--- config.mk ---
export PLATFORM = sky130hd
export DESIGN_NAME = periph_axi_arbiter
export DESIGN_NICKNAME = d
export VERILOG_FILES = /design/src/rtl/periph_axi_pkg.sv /design/src/rtl/rr_arbiter.sv /design/src/rtl/periph_axi_arbiter.sv
export SDC_FILE = /design/constraint.sdc
export NUM_CORES = 1
export LEC_CHECK = 0
export ABC_AREA = 1
export CORE_AREA = 3 3 287 289
export DETAILED_ROUTE_END_ITERATION = 10
export DIE_AREA = 0 0 290 292
export GPL_ROUTABILITY_DRIVEN = 0
export PLACE_DENSITY_LB_ADDON = 0.3
export RECOVER_POWER = 100
export SLEW_MARGIN = 25
export SYNTH_ARGS = -nofsm -noshare
export SYNTH_HDL_FRONTEND = slang
export SYNTH_HIERARCHICAL = 1
export SYNTH_SLANG_ARGS = --single-unit
export TNS_END_PERCENT = 100
--- constraint.sdc ---
create_clock -name clk -period 4.2 [get_ports clk]
set_clock_uncertainty 0.2 [all_clocks]
set_input_delay 0.84 -clock clk [delete_from_list [all_inputs] [get_ports clk]]
set_output_delay 0.84 -clock clk [all_outputs]
set_load 0.01 [all_outputs]
--- src/rtl/periph_axi_pkg.sv ---
// rtl/periph_axi_pkg.sv - shared widths and engine state encodings for the peripheral port arbiter
package periph_axi_pkg;

    localparam int NUM_MASTERS_DEF = 2;
    localparam int AW_W_DEF        = 44;
    localparam int W_W_DEF         = 73;
    localparam int B_W_DEF         = 6;
    localparam int AR_W_DEF        = 44;
    localparam int R_W_DEF         = 71;

    typedef enum logic [1:0] {W_IDLE, W_ADDR, W_DATA, W_RESP} wr_state_e;
    typedef enum logic [1:0] {R_IDLE, R_ADDR, R_DATA} rd_state_e;

endpackage

--- src/rtl/rr_arbiter.sv ---
// rtl/rr_arbiter.sv - combinational round-robin pick: lowest requester at or above the pointer, else lowest overall
module rr_arbiter #(
    parameter int N     = 2,
    parameter int IDX_W = $clog2(N)
) (
    input  logic [N-1:0]     req_i,
    input  logic [IDX_W-1:0] ptr_i,
    output logic [N-1:0]     grant_oh_o,
    output logic [IDX_W-1:0] grant_idx_o,
    output logic             grant_vld_o
);

    logic [N-1:0] upper_mask;
    logic [N-1:0] upper_req;

    always_comb begin
        upper_mask = '0;
        for (int i = 0; i < N; i++) begin
            upper_mask[i] = (IDX_W'(i) >= ptr_i);
        end
        upper_req = req_i & upper_mask;

        grant_idx_o = '0;
        for (int i = N - 1; i >= 0; i--) begin
            if (req_i[i]) grant_idx_o = IDX_W'(i);
        end
        // Requesters at/after the pointer take precedence over the wrapped ones.
        for (int i = N - 1; i >= 0; i--) begin
            if (upper_req[i]) grant_idx_o = IDX_W'(i);
        end

        grant_vld_o = |req_i;
        grant_oh_o  = grant_vld_o ? (N'(1) << grant_idx_o) : '0;
    end

endmodule

--- src/rtl/periph_axi_arbiter.sv ---
// rtl/periph_axi_arbiter.sv - shares one peripheral AXI-style port between NUM_MASTERS requesters,
// with independent single-outstanding write and read engines
module periph_axi_arbiter
    import periph_axi_pkg::*;
#(
    parameter int NUM_MASTERS = NUM_MASTERS_DEF,
    parameter int AW_W        = AW_W_DEF,
    parameter int W_W         = W_W_DEF,
    parameter int B_W         = B_W_DEF,
    parameter int AR_W        = AR_W_DEF,
    parameter int R_W         = R_W_DEF,
    parameter int W_LAST_BIT  = 0,
    parameter int R_LAST_BIT  = 0
) (
    input  logic                          clk,
    input  logic                          reset_bar,
    input  logic [NUM_MASTERS-1:0]        s_aw_valid,
    output logic [NUM_MASTERS-1:0]        s_aw_ready,
    input  logic [NUM_MASTERS*AW_W-1:0]   s_aw_msg,
    input  logic [NUM_MASTERS-1:0]        s_w_valid,
    output logic [NUM_MASTERS-1:0]        s_w_ready,
    input  logic [NUM_MASTERS*W_W-1:0]    s_w_msg,
    output logic [NUM_MASTERS-1:0]        s_b_valid,
    input  logic [NUM_MASTERS-1:0]        s_b_ready,
    output logic [NUM_MASTERS*B_W-1:0]    s_b_msg,
    input  logic [NUM_MASTERS-1:0]        s_ar_valid,
    output logic [NUM_MASTERS-1:0]        s_ar_ready,
    input  logic [NUM_MASTERS*AR_W-1:0]   s_ar_msg,
    output logic [NUM_MASTERS-1:0]        s_r_valid,
    input  logic [NUM_MASTERS-1:0]        s_r_ready,
    output logic [NUM_MASTERS*R_W-1:0]    s_r_msg,
    output logic                          m_aw_valid,
    input  logic                          m_aw_ready,
    output logic [AW_W-1:0]               m_aw_msg,
    output logic                          m_w_valid,
    input  logic                          m_w_ready,
    output logic [W_W-1:0]                m_w_msg,
    input  logic                          m_b_valid,
    output logic                          m_b_ready,
    input  logic [B_W-1:0]                m_b_msg,
    output logic                          m_ar_valid,
    input  logic                          m_ar_ready,
    output logic [AR_W-1:0]               m_ar_msg,
    input  logic                          m_r_valid,
    output logic                          m_r_ready,
    input  logic [R_W-1:0]                m_r_msg
);

    localparam int N     = NUM_MASTERS;
    localparam int IDX_W = $clog2(N);

    function automatic logic [IDX_W-1:0] ptr_next(input logic [IDX_W-1:0] idx);
        return (idx == IDX_W'(N - 1)) ? '0 : idx + IDX_W'(1);
    endfunction

    logic [AW_W-1:0] aw_msg_arr [N];
    logic [W_W-1:0]  w_msg_arr  [N];
    logic [AR_W-1:0] ar_msg_arr [N];

    for (genvar g = 0; g < N; g++) begin : g_unpack
        assign aw_msg_arr[g] = s_aw_msg[g*AW_W +: AW_W];
        assign w_msg_arr[g]  = s_w_msg[g*W_W +: W_W];
        assign ar_msg_arr[g] = s_ar_msg[g*AR_W +: AR_W];
    end

    wr_state_e        wr_q, wr_d;
    logic [IDX_W-1:0] wr_idx_q, wr_idx_d, wr_ptr_q, wr_ptr_d;
    logic [N-1:0]     wr_oh_q, wr_oh_d;
    rd_state_e        rd_q, rd_d;
    logic [IDX_W-1:0] rd_idx_q, rd_idx_d, rd_ptr_q, rd_ptr_d;
    logic [N-1:0]     rd_oh_q, rd_oh_d;

    logic [N-1:0]     aw_gnt_oh, ar_gnt_oh;
    logic [IDX_W-1:0] aw_gnt_idx, ar_gnt_idx;
    logic             aw_gnt_vld, ar_gnt_vld;

    rr_arbiter #(.N(N), .IDX_W(IDX_W)) u_aw_arb (
        .req_i       (s_aw_valid),
        .ptr_i       (wr_ptr_q),
        .grant_oh_o  (aw_gnt_oh),
        .grant_idx_o (aw_gnt_idx),
        .grant_vld_o (aw_gnt_vld)
    );

    rr_arbiter #(.N(N), .IDX_W(IDX_W)) u_ar_arb (
        .req_i       (s_ar_valid),
        .ptr_i       (rd_ptr_q),
        .grant_oh_o  (ar_gnt_oh),
        .grant_idx_o (ar_gnt_idx),
        .grant_vld_o (ar_gnt_vld)
    );

    always_ff @(posedge clk or negedge reset_bar) begin
        if (!reset_bar) begin
            wr_q     <= W_IDLE;
            wr_idx_q <= '0;
            wr_oh_q  <= '0;
            wr_ptr_q <= '0;
        end else begin
            wr_q     <= wr_d;
            wr_idx_q <= wr_idx_d;
            wr_oh_q  <= wr_oh_d;
            wr_ptr_q <= wr_ptr_d;
        end
    end

    always_comb begin
        wr_d       = wr_q;
        wr_idx_d   = wr_idx_q;
        wr_oh_d    = wr_oh_q;
        wr_ptr_d   = wr_ptr_q;
        s_aw_ready = '0;
        s_w_ready  = '0;
        s_b_valid  = '0;
        s_b_msg    = '0;
        m_aw_valid = 1'b0;
        m_aw_msg   = '0;
        m_w_valid  = 1'b0;
        m_w_msg    = '0;
        m_b_ready  = 1'b0;
        case (wr_q)
            // Grant is only registered here so no requester valid reaches m_aw_valid combinationally.
            W_IDLE: begin
                if (aw_gnt_vld) begin
                    wr_idx_d = aw_gnt_idx;
                    wr_oh_d  = aw_gnt_oh;
                    wr_d     = W_ADDR;
                end
            end
            W_ADDR: begin
                m_aw_valid = |(s_aw_valid & wr_oh_q);
                m_aw_msg   = m_aw_valid ? aw_msg_arr[wr_idx_q] : '0;
                s_aw_ready = wr_oh_q & {N{m_aw_ready}};
                if (m_aw_valid && m_aw_ready) wr_d = W_DATA;
            end
            W_DATA: begin
                m_w_valid = |(s_w_valid & wr_oh_q);
                m_w_msg   = m_w_valid ? w_msg_arr[wr_idx_q] : '0;
                s_w_ready = wr_oh_q & {N{m_w_ready}};
                if (m_w_valid && m_w_ready && m_w_msg[W_LAST_BIT]) wr_d = W_RESP;
            end
            W_RESP: begin
                s_b_valid = wr_oh_q & {N{m_b_valid}};
                for (int i = 0; i < N; i++) begin
                    if (wr_oh_q[i] && m_b_valid) s_b_msg[i*B_W +: B_W] = m_b_msg;
                end
                m_b_ready = |(s_b_ready & wr_oh_q);
                if (m_b_valid && m_b_ready) begin
                    wr_d     = W_IDLE;
                    wr_ptr_d = ptr_next(wr_idx_q);
                end
            end
            default: wr_d = W_IDLE;
        endcase
    end

    always_ff @(posedge clk or negedge reset_bar) begin
        if (!reset_bar) begin
            rd_q     <= R_IDLE;
            rd_idx_q <= '0;
            rd_oh_q  <= '0;
            rd_ptr_q <= '0;
        end else begin
            rd_q     <= rd_d;
            rd_idx_q <= rd_idx_d;
            rd_oh_q  <= rd_oh_d;
            rd_ptr_q <= rd_ptr_d;
        end
    end

    always_comb begin
        rd_d       = rd_q;
        rd_idx_d   = rd_idx_q;
        rd_oh_d    = rd_oh_q;
        rd_ptr_d   = rd_ptr_q;
        s_ar_ready = '0;
        s_r_valid  = '0;
        s_r_msg    = '0;
        m_ar_valid = 1'b0;
        m_ar_msg   = '0;
        m_r_ready  = 1'b0;
        case (rd_q)
            R_IDLE: begin
                if (ar_gnt_vld) begin
                    rd_idx_d = ar_gnt_idx;
                    rd_oh_d  = ar_gnt_oh;
                    rd_d     = R_ADDR;
                end
            end
            R_ADDR: begin
                m_ar_valid = |(s_ar_valid & rd_oh_q);
                m_ar_msg   = m_ar_valid ? ar_msg_arr[rd_idx_q] : '0;
                s_ar_ready = rd_oh_q & {N{m_ar_ready}};
                if (m_ar_valid && m_ar_ready) rd_d = R_DATA;
            end
            R_DATA: begin
                s_r_valid = rd_oh_q & {N{m_r_valid}};
                for (int i = 0; i < N; i++) begin
                    if (rd_oh_q[i] && m_r_valid) s_r_msg[i*R_W +: R_W] = m_r_msg;
                end
                m_r_ready = |(s_r_ready & rd_oh_q);
                if (m_r_valid && m_r_ready && m_r_msg[R_LAST_BIT]) begin
                    rd_d     = R_IDLE;
                    rd_ptr_d = ptr_next(rd_idx_q);
                end
            end
            default: rd_d = R_IDLE;
        endcase
    end

    // A granted requester must hold its address valid until it is accepted.
    aw_valid_held: assert property (@(posedge clk) disable iff (!reset_bar)
        (wr_q == W_ADDR) |-> |(s_aw_valid & wr_oh_q));
    ar_valid_held: assert property (@(posedge clk) disable iff (!reset_bar)
        (rd_q == R_ADDR) |-> |(s_ar_valid & rd_oh_q));

endmodule

Word-level counts from Yosys, hierarchy flattened. Cells that the tools add are included.

Reduce and logical (&&, ||, !) cells: 26. Muxes and demuxes: 50. Equal/unequal tests: 12. Order comparisons: 6. $add $sub $neg: 2. Bitwise gates (word level): 14. Shift-type cells: 2.

Operators with widths (number): 2-to-1 mux 44 bit (10); 2-to-1 mux 73 bit (5); 2-to-1 mux 142 bit (1); 2-to-1 mux 71 bit (2); bitwise AND 2 bit (12); 2-to-1 mux 2 bit (12); 2-to-1 mux 1 bit (15); inequality test 2 bit (second input constant) (7); OR reduction 2 bit (7); 2-to-1 mux 12 bit (1); 2-to-1 mux 6 bit (2); logical AND 1 bit (11); case mux 2 bit (4 select lines) (1); AND reduction 2 bit (4); equality test 2 bit (second input constant) (3); case mux 2 bit (3 select lines) (1); equality test 2 x 1 -> 1 bit (second input constant) (2); >= comparator 1 bit (first input constant) (4); >= comparator 2 bit (second input constant) (2); logical NOT 2 bit (2); NOT 1 -> 2 bit (2); AND reduction 4 bit (1); left shift 1 x 1 -> 2 bit (first input constant) (2); AND reduction 3 bit (1); adder 1 bit (second input constant) (2).

Output and inout bits: 330. Register bits after elaboration: 12. Bits of input ports: 416.

Logic depth before layout (Yosys ltp). Gate-level depths: netlist (run 1).

Depth in word-level cells: 8. Depth in mapped cells: 9. Depth with buffers taken out: 9.

Hierarchy. The synthesis (run 1) kept the hierarchy.

Modules (own cells, without submodules): periph_axi_arbiter (instances 1, area an instance 4320.4 um^2, seq. area each 300.3 um^2, cells each 898); rr_arbiter (instances 2, area an instance 30.0 um^2, seq. area each 0.0 um^2, cells each 7).

Least setup slack after synthesis (run 1). Ideal clock, no wire load.

Path type: in2out. Start: in s_ar_valid[0]. End: out m_ar_msg[0]. Setup slack: 1.669 ns. Path buffers: 1. Stages on the path: 4. Arrival: 1.491 ns. Cells stage by stage: a22o_1 > nand2_2 > clkbuf_8 > a21oi_1.

Word-level cells in the longest chain between the ends: 4.

Ends and longest elaborated chain: start: declaration (RTL line periph_axi_arbiter.sv:26) `input logic [NUM_MASTERS-1:0] s_ar_valid,`; bitwise AND 2 bit (RTL line periph_axi_arbiter.sv:191) `m_ar_valid = |(s_ar_valid & rd_oh_q);`; OR reduction 2 bit (RTL line periph_axi_arbiter.sv:191); 2-to-1 mux 44 bit (RTL line periph_axi_arbiter.sv:192) `m_ar_msg = m_ar_valid ? ar_msg_arr[rd_idx_q] : '0;`; 2-to-1 mux 44 bit (RTL line periph_axi_arbiter.sv:182) `case (rd_q)`; end: declaration (RTL line periph_axi_arbiter.sv:43) `output logic [AR_W-1:0] m_ar_msg,`.

Every way passes these cells.

Worst setup path after layout (run 1).
Start: in s_aw_valid[0]. End: out m_aw_msg[7].

Word-level cells in the longest chain between the ends: 4.

Ends and longest elaborated chain: start: declaration (RTL line periph_axi_arbiter.sv:17) `input logic [NUM_MASTERS-1:0] s_aw_valid,`; bitwise AND 2 bit (RTL line periph_axi_arbiter.sv:131) `m_aw_valid = |(s_aw_valid & wr_oh_q);`; OR reduction 2 bit (RTL line periph_axi_arbiter.sv:131); 2-to-1 mux 44 bit (RTL line periph_axi_arbiter.sv:132) `m_aw_msg = m_aw_valid ? aw_msg_arr[wr_idx_q] : '0;`; 2-to-1 mux 44 bit (RTL line periph_axi_arbiter.sv:121) `case (wr_q)`; end: declaration (RTL line periph_axi_arbiter.sv:34) `output logic [AW_W-1:0] m_aw_msg,`.

Every way passes these cells.

==> results of run 1 <==
## cell families (layout without fill, tap and decap cells)
kind of cell             after synthesis  after routing  synth area share [%]
AND/OR/NAND/NOR                      536            536                  46.8
AO/OA/AOI/OAI                        182            182                  26.0
buffers and inverters                177            884                  18.9
flip-flops                            12             12                  6.86
adder cells (fa/ha/maj)                5              5                  1.43
other                                  0              7                     0
## through the flow
step / setup WS [ps] / total power [mW]
floorplan: 1670 / 2.12
global placement: 404 / 4.23
detailed placement: 380 / 4.20
CTS: 377 / 4.41
global route: 162 / 4.49
finish: 271 / 4.09
## registers in the layout, indices dropped and copies added, names as in the netlist
name      flops
rd_oh_q       2
rd_q          2
wr_oh_q       2
wr_q          2
rd_idx_q      1
rd_ptr_q      1
wr_idx_q      1
wr_ptr_q      1
## routing by layer
metal  vias up  wire, um  GRT usage, %
met3        46      3360          2.92
met5         -        13             0
met4         2      1220          2.77
met2       458     21300          17.1
li1       4192         -             -
met1      3591     15500          9.56
## final timing paths
check                         startpoint     endpoint  slack [ps]  depth (start not counted)
setup reg to reg                wr_idx_q      wr_q[1]        2130                          8
min in group asynchronous      reset_bar     rd_idx_q         920                          1
hold / removal                   wr_q[0]      wr_q[0]         340                          2
setup / recovery           s_aw_valid[0]  m_aw_msg[7]         270                          7
hold reg to reg                  wr_q[0]      wr_q[0]         340                          2
max in group asynchronous      reset_bar     wr_idx_q        2310                          1
## where the power goes
part,internal (mW),switching [mW]
logic,1.52,2.13
registers,0.178,0.0758
clock network,0.129,0.0623
total,1.82,2.27
## worst max-delay path, delay by kind of cell
| family | cells | cell delay (ps) |
|---|---|---|
| buffers and inverters | 3 | 1430 |
| AO/OA/AOI/OAI | 1 | 340 |
| AND/OR/NAND/NOR | 3 | 260 |
## area by class of cell
class,count,area [um2]
clock buffer,4,78.8
inverter,113,427
tap,1060,1330
antenna,7,17.5
multi-input combinational,723,3230
timing repair buffer,767,7700
sequential,12,304
fill,9274,67100
## placed cells by master (no fill, tap or decap)
master and n:
a21oi_1 124, a21oi_2 52, a22o_1 1, buf_12 8, buf_2 1, buf_4 8, clkbuf_1 6, clkbuf_16 3
clkdlybuf4s50_1 439, dfrtp_1 11, dfrtp_4 1, diode_2 7, dlygate4sd3_1 306, ha_1 5, inv_1 110, inv_2 2
inv_4 1, nand2_1 351, nand2_2 2, nand2_4 1, nand3_1 8, nand3_2 1, nand3b_1 1, nor2_1 165
nor3_1 6, o21ai_0 4, o22ai_1 1, or2_2 1
==> impl_metrics.csv, run 1 <==
group,metric,value,unit
run_status,status,"completed",
synthesis,syn_nets,1333,
final_layout,drive_gt1_share,5.00,%
worst_setup_path,crit_type,"input port to primary output",
drt,drt_wl_total,41300,um
final_layout,design_area,0.0131,mm2
clocking,htree_num_levels,1,
global_routing,grt_usage,9.08,%
drt,postRouteAntennaNets,0,
floorplan,die-area,0.0847,mm2
synthesis,ys_ff_latch,12,
power,ir_drop,0.392,mV
global_routing,grt_pass1_wl,58400,um
timing,relSlewSlack,47.5,%
floorplan,fp.dieH,292,um
final_layout,post-route-util,16.3,%
floorplan,rows,104,
timing,setup_violations,0,
final_layout,layout.nets,2041,
drt,avgRoutedWirePerCell,15.4,um
synthesis,synth_area,0.00438,mm2
clocking,cts_hold_buf,0,
clocking,cts_made_buffers,3,
worst_setup_path,crit_chain,"dlygate4sd3_1 -> nand2_1 -> nand2_1 -> nand2_2 -> buf_12 -> a21oi_1 -> dlygate4sd3_1",
drt,drt_iter0_drc,219,
drt,route.vias.total,8289,
timing,finalCritPeriodShare,93.6,%
floorplan,die_w,290,um
clocking,clock_latency,250,ps
drt,viasPerCell,3.09,
power,powerDensity,313,mW/mm2
synthesis,ys.flop_type,"dfrtp_1",
clocking,cts_tree,"done",
synthesis,yosysWarnings,6,
floorplan,core_area,0.0802,mm2
worst_setup_path,slowest_stage,"dlygate4sd3_1",
final_layout,stdcell_count,2686,
floorplan,initial_utilization,5.46,%
clocking,path_clk_slew,50,ps
worst_setup_path,start_kind,"input port",
synthesis,synth_top_area_share,30.2,%
global_routing,grt_max_degree,119,
timing,period_minus_slack,3930,ps
final_layout,areaGrowthSynthToFinish,199,%
synthesis,syn_inst,912,
global_routing,antenna_found_initial,9,
global_routing,overflow,0,
worst_setup_path,slowest_delay,660,ps
clocking,cts-root-buf,"clkbuf_16",
drt,dr.pass1.iters,4,
worst_setup_path,worst_ep_arrival_time,2890,ps
floorplan,pin_count,746,
synthesis,netlist_top_cells_area,"nand2_1 (30%), nor2_1 (14%), a21oi_1 (13%)",
worst_setup_path,cp.required,3160,ps
synthesis,synth_most_common_cell,"nand2_1",
clocking,postCtsSetupRepairBufs,0,
hold_path,hold_class,"flop to flop",
clocking,cts_resized,0,
timing,tns,0,ps
drt,drc_errors,0,
timing,tightest_slew,784,ps
timing,fin_hold_ws,340,ps
place,placed_area,0.0131,mm2
synthesis,synthTopCellsByCount,"nand2_1 (352), nor2_1 (165), a21oi_1 (117)",
synthesis,async_flop_share,100,%
worst_setup_path,worstPathMaxFanout,41,
synthesis,synth-edff-count,0,
power,power.leakage,6.14,nW
run,maxCapViolCount,0,
clocking,cts_sinks,12,
synthesis,synth.largest_area_cell,"nand2_1",
synthesis,synth.yosys.seq_area_share,6.86,%
worst_setup_path,end_kind,"primary output",
timing,drv_slew,0,
place,dpl.hpwl,35900,um
clocking,clk_path_buf_depth,2,
timing,grt_setup_unrepaired,"no",
synthesis,yosysUniqueCellTypes,22,
timing,fmax,255,MHz
global_routing,grt_pass1_vias,8879,
place,placed_cells,2675,
place,port_buffers,745,
synthesis,syn_avg_cell_area,4.80,um2
timing,finalHoldViolations,0,
No activity file was read; power rests on OpenSTA's default activity.
==> run 2: changes to the inputs <==
Settings changed: REMOVE_ABC_BUFFERS set to 1.
==> impl_metrics.csv, run 2 (same netlist as run 1, synthesis figures left out) <==
group,metric,value,unit
run_status,status,"completed",
drt,drt_iter0_drc,218,
worst_setup_path,crit_type,"input port to primary output",
worst_setup_path,cp.required,3160,ps
final_layout,multiInputGateArea,0.00319,mm2
floorplan,die-area,0.0847,mm2
global_routing,grt_usage,8.41,%
final_layout,final_cell_mix,"clkdlybuf4s50_1 (459), nand2_1 (351), dlygate4sd3_1 (286)",
timing,tns,0,ps
final_layout,regArea,304,um2
timing,tightest_slew,710,ps
clocking,htree_num_levels,1,
drt,postRouteAntennaNets,0,
clocking,cts_sinks,12,
clocking,cts-root-buf,"clkbuf_16",
worst_setup_path,start_kind,"input port",
global_routing,overflow,0,
floorplan,initial_utilization,5.46,%
floorplan,rows,104,
final_layout,areaGrowthSynthToFinish,197,%
floorplan,die_w,290,um
drt,avgRoutedWirePerCell,14.4,um
drt,dr.pass1.iters,4,
final_layout,drive_gt1_share,4.32,%
clocking,cts_made_buffers,3,
clocking,cts_resized,0,
worst_setup_path,worst_ep_arrival_time,2930,ps
final_layout,layout.nets,2041,
floorplan,pin_count,746,
global_routing,grt_pass1_vias,8448,
drt,route.met2.wl,20300,um
floorplan,core_area,0.0802,mm2
clocking,postCtsSetupRepairBufs,0,
power,powerDensity,308,mW/mm2
global_routing,antenna_found_initial,4,
timing,period_minus_slack,3970,ps
place,port_buffers,745,
power,power.total,4.01,mW
timing,finalHoldViolations,0,
timing,finalCritPeriodShare,94.4,%
place,dpl.hpwl,33200,um
timing,setup_violations,0,
drt,top_layer,"met5",
timing,fin_ws,234,ps
clocking,cts_hold_buf,0,
worst_setup_path,worstPathMaxFanout,45,
power,ir_drop,0.298,mV
drt,drc_errors,0,
global_routing,grt_max_degree,119,
drt,wl_met3,2790,um
hold_path,hold_class,"flop to flop",
place,pre_cts_slack,302,ps
final_layout,fill_cells,9292,
timing,grt_setup_unrepaired,"no",
clocking,path_clk_slew,50,ps
clocking,clock_latency,240,ps
clocking,cts_tree,"done",
drt,met1_length,14800,um
timing,drv_slew,0,
worst_setup_path,end_kind,"primary output",
global_routing,grt_pass1_wl,55300,um
final_layout,final_common_cell,"clkdlybuf4s50_1",
timing,relSlewSlack,52.7,%
drt,drt_wl_total,38700,um
drt,route.vias.total,8219,
power,power.leakage,6.09,nW
timing,fmax,252,MHz
clocking,clk_path_buf_depth,2,
drt,viasPerCell,3.06,
floorplan,fp.dieH,292,um
run,maxCapViolCount,0,
==> run 2: changes by cell type in the layout (fill, tap and decap cells not counted) <==
cell             change
clkbuf_4             +1
a21oi_1             +12
dlygate4sd3_1       -20
nand3_2              +1
diode_2              -4
a21oi_2             -12
clkbuf_2             +1
buf_12               -1
nand3_1              -1
clkdlybuf4s50_1     +20
buf_2                -1
==> run 2: layout make-up <==
class | instances | share of cell area [%]
diodes | 3 | 0.0577
multi-input cells | 723 | 24.5
well taps | 1060 | 10.2
flip-flops and latches | 12 | 2.34
clock buffers | 4 | 0.605
repair buffers | 767 | 59.1
inverters | 113 | 3.28
==> run 2: power by group <==
group	total, mW	internal [mW]	switching (mW)
sequential	0.245	0.178	0.0676
clock	0.182	0.128	0.0542
combinational	3.59	1.55	2.04
==> run 2: critical path, cell delays in order <==
cell and delay [ps]:
dlygate4sd3_1 610, nand2_1 70, nand2_1 100, nand2_2 70
buf_12 170, a21oi_1 330, dlygate4sd3_1 660
==> run 2: path summary, 6_finish.rpt <==
kind	slack (ps)	cells after the start	startpoint	end
min in group asynchronous	860	1	reset_bar	wr_idx_q
hold / removal	330	2	rd_ptr_q	rd_ptr_q
max in group asynchronous	2480	1	reset_bar	wr_idx_q
setup reg to reg	1750	9	wr_idx_q	wr_q[0]
hold reg to reg	330	2	rd_ptr_q	rd_ptr_q
setup / recovery	230	7	s_aw_valid[0]	m_aw_msg[36]
==> run 2: routing by layer <==
layer	global-route usage, %	vias up
met1	9.52	3594
met2	15.9	398
li1	-	4185
met4	1.92	2
met5	0	-
met3	1.98	40
==> run 2: metrics by stage <==
| stage | utilization, % | hold slack, ps | std cells | area [um2] |
|---|---|---|---|---|
| finish | 16.2 | 328 | 2682 | 13000 |
| global route | 16.2 | 362 | 2680 | 13000 |
| CTS | 16.4 | 329 | 2679 | 13100 |
| detailed placement | 16.3 | 320 | 2675 | 13000 |
| global placement | 16.3 | 315 | 2675 | 13000 |
| floorplan | - | 275 | 848 | 3980 |
==> run 3: changes to the inputs <==
Settings changed: MAX_ROUTING_LAYER set to met4.
==> impl_metrics.csv, run 3 (same netlist as run 1, synthesis figures left out) <==
group,metric,value,unit
floorplan,initial_utilization,5.46,%
timing,relSlewSlack,52.3,%
power,power.total,4.01,mW
clocking,cts_hold_buf,0,
power,ir_drop,0.298,mV
clocking,path_clk_slew,50,ps
clocking,clk_path_buf_depth,2,
final_layout,final_common_cell,"clkdlybuf4s50_1",
clocking,cts-root-buf,"clkbuf_16",
global_routing,grt_usage,8.68,%
floorplan,rows,104,
timing,grt_setup_unrepaired,"no",
worst_setup_path,cp-startpoint,"s_aw_valid[0]",
global_routing,use_met3,1.67,%
global_routing,grt_max_degree,119,
drt,drt_iter0_drc,285,
power,power.leakage,6.09,nW
place,port_buffers,745,
worst_setup_path,reg2reg_to,"wr_q[0]",
timing,fmax,251,MHz
clocking,cts_made_buffers,3,
global_routing,grt_pass1_wl,55300,um
place,pre_cts_slack,302,ps
global_routing,grt.met1_usage,9.74,%
global_routing,met2_usage,15.9,%
final_layout,stdcell_count,2683,
final_layout,layout.nets,2041,
global_routing,grt_pass1_vias,8449,
clocking,htree_num_levels,1,
global_routing,antenna_found_initial,4,
timing,period_minus_slack,3980,ps
worst_setup_path,crit_type,"input port to primary output",
drt,dr.pass1.iters,4,
clocking,cts_resized,0,
worst_setup_path,end_kind,"primary output",
timing,drv_slew,0,
run_status,status,"completed",
drt,drt_wl_total,38600,um
place,placed_area,0.0130,mm2
worst_setup_path,crit_end,"m_aw_msg[36]",
place,dpl.hpwl,33200,um
worst_setup_path,worstPathMaxFanout,45,
drt,viasPerCell,3.05,
final_layout,final_cell_mix,"clkdlybuf4s50_1 (459), nand2_1 (351), dlygate4sd3_1 (286)",
timing,fin_ws,220,ps
drt,route.vias.total,8187,
timing,tightest_slew,715,ps
timing,setup_violations,0,
hold_path,hold_class,"flop to flop",
worst_setup_path,cp.required,3160,ps
worst_setup_path,worst_ep_arrival_time,2940,ps
worst_setup_path,rr_worst_depth,9,
drt,postRouteAntennaNets,0,
floorplan,fp.dieH,292,um
clocking,cts_tree,"done",
floorplan,pin_count,746,
floorplan,die_w,290,um
final_layout,drive_gt1_share,4.32,%
final_layout,post-route-util,16.2,%
global_routing,overflow,0,
clocking,cts_sinks,12,
floorplan,core_area,0.0802,mm2
clocking,clock_latency,240,ps
power,powerDensity,308,mW/mm2
drt,drc_errors,0,
floorplan,die-area,0.0847,mm2
worst_setup_path,rrSetupSlack,1750,ps
timing,finalHoldViolations,0,
drt,avgRoutedWirePerCell,14.4,um
run,maxCapViolCount,0,
worst_setup_path,start_kind,"input port",
clocking,postCtsSetupRepairBufs,0,
worst_setup_path,r2r_start,"wr_idx_q",
global_routing,top_usage_layer,"met2",
place,placed_cells,2675,
timing,finalCritPeriodShare,94.8,%
final_layout,areaGrowthSynthToFinish,197,%
final_layout,design_area,0.0130,mm2
==> run 3: changes by cell type in the layout (fill, tap and decap cells not counted) <==
cell and delta:
diode_2 +1
==> run 3: worst min path at each step <==
stage,startpoint,end,slack (ps),cells after the start
global placement,rd_ptr_q,rd_ptr_q,320,2
floorplan,wr_ptr_q,wr_ptr_q,270,2
CTS,rd_ptr_q,rd_ptr_q,330,2
detailed placement,rd_ptr_q,rd_ptr_q,320,2
finish,rd_ptr_q,rd_ptr_q,330,2
global route,rd_ptr_q,rd_ptr_q,360,2
==> run 3: critical path, cell delays in order <==
cell and delay, ps:
dlygate4sd3_1 620, nand2_1 80, nand2_1 100, nand2_2 70, buf_12 170, a21oi_1 330
dlygate4sd3_1 660
==> run 3: layer usage <==
metal / wire length, um / vias to the layer above
li1: - / 4185
met1: 15100 / 3578
met5: 0 / -
met4: 738 / 0
met3: 2470 / 32
met2: 20300 / 392
==> run 3: report_power, final <==
part           internal, mW  switching, mW
Sequential            0.178         0.0672
Clock                 0.128         0.0540
Combinational          1.55           2.04
==> run 3: area by class of cell <==
cell class                      count  area, um2
Multi-Input combinational cell    723       3190
Clock buffer                        4       78.8
Fill cell                        9290      67100
Tap cell                         1060       1330
Inverter                          113        427
Antenna cell                        4       10.0
Timing Repair Buffer              767       7690
Sequential cell                    12        304
==> run 3: through the flow <==
| step | hold slack (ps) | setup TNS (ps) |
|---|---|---|
| detailed placement | 320 | 0 |
| floorplan | 275 | -53220 |
| global placement | 315 | 0 |
| finish | 328 | 0 |
| CTS | 329 | 0 |
| global route | 362 | 0 |
